File: config.mk
export PLATFORM = sky130hd
export DESIGN_NAME = exec_ctrl_mem_unit_flat
export DESIGN_NICKNAME = d
export VERILOG_FILES = /design/src/rtl/exec_ctrl_mem_unit_if.sv /design/src/rtl/exec_ctrl_mem_unit.sv /design/src/flat_wrapper.sv
export SDC_FILE = /design/constraint.sdc
export NUM_CORES = 1
export LEC_CHECK = 0
export CORE_MARGIN = 3
export CORE_UTILIZATION = 45
export CTS_CLUSTER_SIZE = 28
export DETAILED_ROUTE_END_ITERATION = 6
export PLACE_DENSITY_LB_ADDON = 0.3
export SLEW_MARGIN = 10
export SYNTH_ARGS = -nofsm -noshare
export SYNTH_HDL_FRONTEND = slang
export SYNTH_SLANG_ARGS = --single-unit
export TNS_END_PERCENT = 100
File: constraint.sdc
create_clock -name clock -period 12.55 [get_ports clock]
set_input_delay 1.8825 -clock clock [delete_from_list [all_inputs] [get_ports clock]]
set_output_delay 1.8825 -clock clock [all_outputs]
set_load 0.03 [all_outputs]
File: src/rtl/exec_ctrl_mem_unit_if.sv
// Datapath bundle between the fetch/register-file side and the decode/execute/memory slice.
// The master drives the instruction and operands; the slave returns control, ALU and memory results.
interface exec_ctrl_mem_unit_if #(
  parameter int unsigned DW = 12
);
  logic [31:0]   instrucao;
  logic [DW-1:0] data1;
  logic [DW-1:0] data2;
  logic [DW-1:0] linha;
  logic [4:0]    dbg_addr;

  logic          Branch;
  logic          MemRead;
  logic          MemtoReg;
  logic          MemWrite;
  logic          ALUSrc;
  logic          RegWrite;
  logic [1:0]    ALUOp;
  logic [3:0]    ALUcontrol;
  logic [DW-1:0] ImmGen;
  logic [DW-1:0] ALUresult;
  logic          line;
  logic [DW-1:0] sum;
  logic [DW-1:0] Writedata;
  logic [DW-1:0] dbg_data;

  modport master (
    output instrucao, data1, data2, linha, dbg_addr,
    input  Branch, MemRead, MemtoReg, MemWrite, ALUSrc, RegWrite,
    input  ALUOp, ALUcontrol, ImmGen, ALUresult, line, sum, Writedata, dbg_data
  );

  modport slave (
    input  instrucao, data1, data2, linha, dbg_addr,
    output Branch, MemRead, MemtoReg, MemWrite, ALUSrc, RegWrite,
    output ALUOp, ALUcontrol, ImmGen, ALUresult, line, sum, Writedata, dbg_data
  );
endinterface

File: src/rtl/exec_ctrl_mem_unit.sv
// Single-cycle decode, ALU, beq resolution and data memory for a 12-bit RV32I-subset datapath.
// Everything is combinational except the data memory, which resets to mem[i] = i.
module exec_ctrl_mem_unit #(
  parameter int unsigned DW = 12,
  parameter int unsigned MD = 32
) (
  input logic                 clock,
  input logic                 reset,
  exec_ctrl_mem_unit_if.slave bus
);

  localparam int unsigned AW = $clog2(MD);

  typedef enum logic [3:0] {
    AluAnd = 4'b0000,
    AluOr  = 4'b0001,
    AluAdd = 4'b0010,
    AluXor = 4'b0011,
    AluSll = 4'b0100,
    AluSrl = 4'b0101,
    AluSub = 4'b0110
  } alu_op_e;

  localparam logic [6:0] OpLoad   = 7'b0000011;
  localparam logic [6:0] OpStore  = 7'b0100011;
  localparam logic [6:0] OpReg    = 7'b0110011;
  localparam logic [6:0] OpImm    = 7'b0010011;
  localparam logic [6:0] OpBranch = 7'b1100011;

  logic [31:0]   inst;
  logic [6:0]    opcode;
  logic [2:0]    funct3;
  logic [6:0]    funct7;
  logic [31:0]   imm_i, imm_s, imm_b;

  logic          branch, mem_read, mem_to_reg, mem_write, alu_src, reg_write;
  logic [1:0]    alu_op;
  alu_op_e       alu_ctrl;
  logic [DW-1:0] imm;
  logic [DW-1:0] op_b;
  logic [DW-1:0] alu_res;
  logic          take;
  logic [DW-1:0] next_line;
  logic [AW-1:0] addr;

  logic [DW-1:0] mem_q [MD];

  // rs1 field is consumed by the register file, not here
  logic unused_rs1;
  assign unused_rs1 = ^inst[19:15];

  assign inst   = bus.instrucao;
  assign opcode = inst[6:0];
  assign funct3 = inst[14:12];
  assign funct7 = inst[31:25];

  // Full 32-bit sign-extended forms; the datapath keeps the low DW bits
  assign imm_i = {{20{inst[31]}}, inst[31:20]};
  assign imm_s = {{20{inst[31]}}, inst[31:25], inst[11:7]};
  assign imm_b = {{19{inst[31]}}, inst[31], inst[7], inst[30:25], inst[11:8], 1'b0};

  always_comb begin
    branch     = 1'b0;
    mem_read   = 1'b0;
    mem_to_reg = 1'b0;
    mem_write  = 1'b0;
    alu_src    = 1'b0;
    reg_write  = 1'b0;
    alu_op     = 2'b00;
    alu_ctrl   = AluAdd;
    imm        = '0;
    case (opcode)
      OpLoad: begin
        mem_read   = 1'b1;
        mem_to_reg = 1'b1;
        alu_src    = 1'b1;
        reg_write  = 1'b1;
        imm        = imm_i[DW-1:0];
      end
      OpStore: begin
        mem_write = 1'b1;
        alu_src   = 1'b1;
        imm       = imm_s[DW-1:0];
      end
      OpReg: begin
        reg_write = 1'b1;
        alu_op    = 2'b10;
        case (funct3)
          3'b000:  alu_ctrl = (funct7 == 7'b0100000) ? AluSub : AluAdd;
          3'b111:  alu_ctrl = AluAnd;
          3'b110:  alu_ctrl = AluOr;
          3'b100:  alu_ctrl = AluXor;
          3'b001:  alu_ctrl = AluSll;
          3'b101:  alu_ctrl = AluSrl;
          default: alu_ctrl = AluAdd;
        endcase
      end
      OpImm: begin
        reg_write = 1'b1;
        alu_src   = 1'b1;
        alu_op    = 2'b11;
        imm       = imm_i[DW-1:0];
        case (funct3)
          3'b111:  alu_ctrl = AluAnd;
          3'b110:  alu_ctrl = AluOr;
          3'b100:  alu_ctrl = AluXor;
          default: alu_ctrl = AluAdd;
        endcase
      end
      OpBranch: begin
        branch   = 1'b1;
        alu_op   = 2'b01;
        alu_ctrl = AluSub;
        imm      = imm_b[DW-1:0];
      end
      default: ;
    endcase
  end

  assign op_b = alu_src ? imm : bus.data2;

  always_comb begin
    alu_res = '0;
    case (alu_ctrl)
      AluAnd:  alu_res = bus.data1 & op_b;
      AluOr:   alu_res = bus.data1 | op_b;
      AluAdd:  alu_res = bus.data1 + op_b;
      AluXor:  alu_res = bus.data1 ^ op_b;
      AluSll:  alu_res = bus.data1 << op_b[3:0];
      AluSrl:  alu_res = bus.data1 >> op_b[3:0];
      AluSub:  alu_res = bus.data1 - op_b;
      default: alu_res = '0;
    endcase
  end

  assign take      = branch & (bus.data1 == bus.data2);
  assign next_line = take ? bus.linha + DW'($signed(imm) >>> 2) : bus.linha + DW'(1);
  assign addr      = alu_res[AW-1:0];

  // Async reset has priority, so a store presented during reset never lands
  always_ff @(posedge clock or posedge reset) begin
    if (reset) begin
      for (int unsigned i = 0; i < MD; i++) begin
        mem_q[i] <= DW'(i);
      end
    end else if (mem_write) begin
      mem_q[addr] <= bus.data2;
    end
  end

  assign bus.Branch     = branch;
  assign bus.MemRead    = mem_read;
  assign bus.MemtoReg   = mem_to_reg;
  assign bus.MemWrite   = mem_write;
  assign bus.ALUSrc     = alu_src;
  assign bus.RegWrite   = reg_write;
  assign bus.ALUOp      = alu_op;
  assign bus.ALUcontrol = alu_ctrl;
  assign bus.ImmGen     = imm;
  assign bus.ALUresult  = alu_res;
  assign bus.line       = take;
  assign bus.sum        = next_line;
  assign bus.Writedata  = mem_to_reg ? mem_q[addr] : alu_res;
  assign bus.dbg_data   = mem_q[bus.dbg_addr];

endmodule

File: src/flat_wrapper.sv
// flat-port wrapper written by rule: the top's interface ports become plain ports
module exec_ctrl_mem_unit_flat 
#(
  parameter int unsigned DW = 12,
  parameter int unsigned MD = 32
)
  (clock, reset, bus_instrucao, bus_data1, bus_data2, bus_linha, bus_dbg_addr, bus_Branch, bus_MemRead, bus_MemtoReg, bus_MemWrite, bus_ALUSrc, bus_RegWrite, bus_ALUOp, bus_ALUcontrol, bus_ImmGen, bus_ALUresult, bus_line, bus_sum, bus_Writedata, bus_dbg_data);
  exec_ctrl_mem_unit_if #(.DW(DW)) bus_i ();
  input logic clock;
  input logic reset;
  input wire logic [$bits(bus_i.instrucao)-1:0] bus_instrucao;
  input wire logic [$bits(bus_i.data1)-1:0] bus_data1;
  input wire logic [$bits(bus_i.data2)-1:0] bus_data2;
  input wire logic [$bits(bus_i.linha)-1:0] bus_linha;
  input wire logic [$bits(bus_i.dbg_addr)-1:0] bus_dbg_addr;
  output wire logic [$bits(bus_i.Branch)-1:0] bus_Branch;
  output wire logic [$bits(bus_i.MemRead)-1:0] bus_MemRead;
  output wire logic [$bits(bus_i.MemtoReg)-1:0] bus_MemtoReg;
  output wire logic [$bits(bus_i.MemWrite)-1:0] bus_MemWrite;
  output wire logic [$bits(bus_i.ALUSrc)-1:0] bus_ALUSrc;
  output wire logic [$bits(bus_i.RegWrite)-1:0] bus_RegWrite;
  output wire logic [$bits(bus_i.ALUOp)-1:0] bus_ALUOp;
  output wire logic [$bits(bus_i.ALUcontrol)-1:0] bus_ALUcontrol;
  output wire logic [$bits(bus_i.ImmGen)-1:0] bus_ImmGen;
  output wire logic [$bits(bus_i.ALUresult)-1:0] bus_ALUresult;
  output wire logic [$bits(bus_i.line)-1:0] bus_line;
  output wire logic [$bits(bus_i.sum)-1:0] bus_sum;
  output wire logic [$bits(bus_i.Writedata)-1:0] bus_Writedata;
  output wire logic [$bits(bus_i.dbg_data)-1:0] bus_dbg_data;
  assign bus_i.instrucao = bus_instrucao;
  assign bus_i.data1 = bus_data1;
  assign bus_i.data2 = bus_data2;
  assign bus_i.linha = bus_linha;
  assign bus_i.dbg_addr = bus_dbg_addr;
  assign bus_Branch = bus_i.Branch;
  assign bus_MemRead = bus_i.MemRead;
  assign bus_MemtoReg = bus_i.MemtoReg;
  assign bus_MemWrite = bus_i.MemWrite;
  assign bus_ALUSrc = bus_i.ALUSrc;
  assign bus_RegWrite = bus_i.RegWrite;
  assign bus_ALUOp = bus_i.ALUOp;
  assign bus_ALUcontrol = bus_i.ALUcontrol;
  assign bus_ImmGen = bus_i.ImmGen;
  assign bus_ALUresult = bus_i.ALUresult;
  assign bus_line = bus_i.line;
  assign bus_sum = bus_i.sum;
  assign bus_Writedata = bus_i.Writedata;
  assign bus_dbg_data = bus_i.dbg_data;
  exec_ctrl_mem_unit #(.DW(DW), .MD(MD)) u_core (.clock(clock), .reset(reset), .bus(bus_i));
endmodule
==> out/metrics.yaml <==
status: "finished clean"
hold_buffers: 0
antenna_left: 0
required_ns: 10.67
switching_power_uw: 1051
drc: 0
r2r-end: "u_core.mem_q[315]"
drive_gt1_share_pct: 32.50
critPathArrivalTime_ns: 9.46
setup_tns_ns: 0
avgViaCountPerCell: 6.526
synth_most_common_cell: "mux2_2"
largestRegisters: "u_core.mem_q x384"
core-area_mm2: 0.05445
diodes: 0
crit_path_start_kind: "input port"
antenna_found_initial: 3
p_sw_share_pct: 31.26
yosysTopAreaCell: "dfrtp_1"
finalSetupViolCount: 0
clock-root-buffer: "clkbuf_16"
synth.distinct_cells: 94
cts_resized: 0
synth_commonest_cells: "mux2_2 (307), dfrtp_1 (304), nand2_1 (215)"
top_level_ports: 148
max_freq_mhz: 88.16
powerDensity_mw_per_mm2: 118.8
worst_slew_pin_slew_ns: 1.129
grt_max_degree: 145
drt_wl_total_um: 83440
syn_nets: 2300
largest_register: "u_core.mem_q"
grt.busiest_layer: "met2"
die_w_um: 242.0
fin_skew_ns: 0
yosysSeqAreaShare_pct: 38.73
routabilityCongestion: 0.9651
rsz0062_at_grt: "no"
drt-pass1-iter-count: 5
grt_pass1_vias: 19270
syn_inst: 2175
min_period_over_period_pct: 90.39
p_comb_share_pct: 23.3
cp_common_cell: "clkdlybuf4s50_1"
vias: 19520
portBuffers: 141
cts_buffers: 43
fin_crit_ns: 11.34
min_from: "u_core.mem_q[289]"
ir_worst_vdd_uv: 121.1
n_fill_cell: 4710
cap_violations: 0
hold_viol: 0
ys_warn_count: 0
grt.met2_usage_pct: 42.16
r2r-start: "u_core.mem_q[315]"
dp_hpwl_um: 55420
synth_area_mm2: 0.02507
path_clk_slew_ns: 0.06
worstHoldPathCells: 2
async_reset_ff_share_pct: 100.0
seq_power_share_pct: 38.3
syn2layout_area_growth_pct: 12.90
grt_first_pass_wirelength_um: 125100
start_util_pct: 46.04
p_int_uw: 2311
rrSetupSlack_ns: 11.70
pwr-share-clk_pct: 38.4
finalNetCount: 2343
slowest_stage: "clkdlybuf4s50_1"
cts_sinks: 384
final_max_slew_viol_count: 0
min_to: "u_core.mem_q[289]"
synth_top_area_share_pct: 30.35
postCtsSetupBuffers: 0
grt_overflow: 0
criticalPathCategory: "in2out"
cpPeakStageDelay_ns: 1.00
power_leakage_uw: 0.01227
cts_tree: "done"
synth_flop_cell: "dfrtp_1"
drt-initial-drc-count: 1989
end_kind: "primary output"
synth-seq-cells: 384
wl_per_cell_um: 27.90
grt_use_total_pct: 27.80
reg2reg_depth: 1
min-delay-path-class: "reg2reg"
relSlewSlack_pct: 24.76
power_uw: 3361
largest_reg_flops: 384
die_area_mm2: 0.05857
synth.avg_cell_area_um2: 11.53
grt_use_met1_pct: 38.29
die_y_um: 242.0
rows: 85
synth_edf_count: 0
worstPathMaxFanout: 73
cp_cell_sequence: "clkdlybuf4s50_1, a21oi_2, nand2_2, inv_2, o21ai_4, ha_1, a21oi_1, fa_1, o21ai_0, o2111ai_1, a31oi_1, a21boi_1, and2_4, inv_4, buf_12, a221oi_1, nor4_1, a41oi_1, clkdlybuf4s50_1"
h-tree-depth: 2
cts_buffer_depth: 3
clock_latency_ns: 0.56
use_met3_pct: 7.814
synthTopCellsByArea: "dfrtp_1 (30%), mux2_2 (14%), mux4_2 (11%), dfstp_2 (8.4%), mux2_4 (3.8%)"
logic make-up after synthesis:
| family | after synthesis | share of synthesized area, % |
|---|---|---|
| mux | 575 | 31.84 |
| simple gates | 450 | 8.410 |
| compound gates | 419 | 12.12 |
| flops | 384 | 38.73 |
| buf+inv | 258 | 4.996 |
| fa+ha+maj | 50 | 2.556 |
| xor+xnor | 38 | 1.328 |
| other cells | 1 | 0.01496 |
layer usage:
metal  routed length (um)  vias up
li1                     -     8216
met1                34120    10030
met2                37360     1080
met3                 8698      185
met4                 3224        4
met5                   27        -
power groups by stage:
stage               clock (uW)  sequential (uW)  combinational, uW
floorplan                    0             1300                494
global placement             0             1310                757
detailed placement           0             1310                765
CTS                       1310             1290                769
global route              1370             1290                821
finish                    1290             1290                783
through the flow:
stage	hold slack (ns)	cells	utilization (%)	cell area, um^2	setup slack [ns]
final	0.4937	2991	51.98	28300	1.207
after floorplan	0.4615	2175	-	25070	0.1291
after global routing	0.5178	2991	51.98	28300	0.9662
after detailed placement	0.4855	2912	49.35	26870	1.535
after CTS	0.4938	2991	51.98	28300	1.506
after global placement	0.4754	2912	49.35	26870	1.617
critical path: cells and delay by family:
| kind | cells | cell delay, ns |
|---|---|---|
| and+or+nand+nor | 3 | 0.91 |
| adders and majority gates | 2 | 0.81 |
| AOI/OAI and AO/OA | 9 | 2.96 |
| buffers and inverters | 5 | 2.75 |
layout make-up:
type,count,area [um^2],share of cell area [%]
multi-input cells,1533,14110,49.86
well taps,739,924.6,3.267
clock inverters,10,153.9,0.5438
repair buffers,205,1918,6.777
clock buffers,69,1276,4.509
flip-flops and latches,384,9709,34.31
inverters,51,209.0,0.7383
layout by cell type, fill, tap and decap left out, drive strengths merged, types with 8 or more instances in the layout:
cell type	synthesis	layout
ha	48	48
a221oi	40	40
clkdlybuf4s50	0	137
mux2	387	387
and2	16	16
dfrtp	304	304
mux2i	68	68
a21oi	117	117
dfstp	80	80
nor2	81	81
a41oi	9	9
a211oi	45	45
o21ai	52	52
o211ai	13	13
a32o	32	32
xnor2	36	36
mux4	120	120
o22a	18	18
nand2	216	216
or2	11	11
buf	113	68
o2111ai	8	8
nor4	15	15
a21boi	8	8
and3	24	24
nor2b	14	14
nand3	31	31
inv	51	51
nor3	13	13
clkbuf	94	69
nand2b	9	9
how the worst max path moves through the flow:
stage	slack, ns	depth (start not counted)	end	startpoint
finish	1.21	19	bus_Writedata[8]	bus_instrucao[5]
global route	0.97	19	bus_Writedata[0]	bus_instrucao[5]
CTS	1.51	20	bus_Writedata[5]	bus_instrucao[5]
detailed placement	1.53	20	bus_Writedata[5]	bus_instrucao[5]
global placement	1.62	21	bus_Writedata[5]	bus_instrucao[5]
floorplan	0.13	1	u_core.mem_q[101]	reset
No activity file was read; power rests on OpenSTA's default activity.
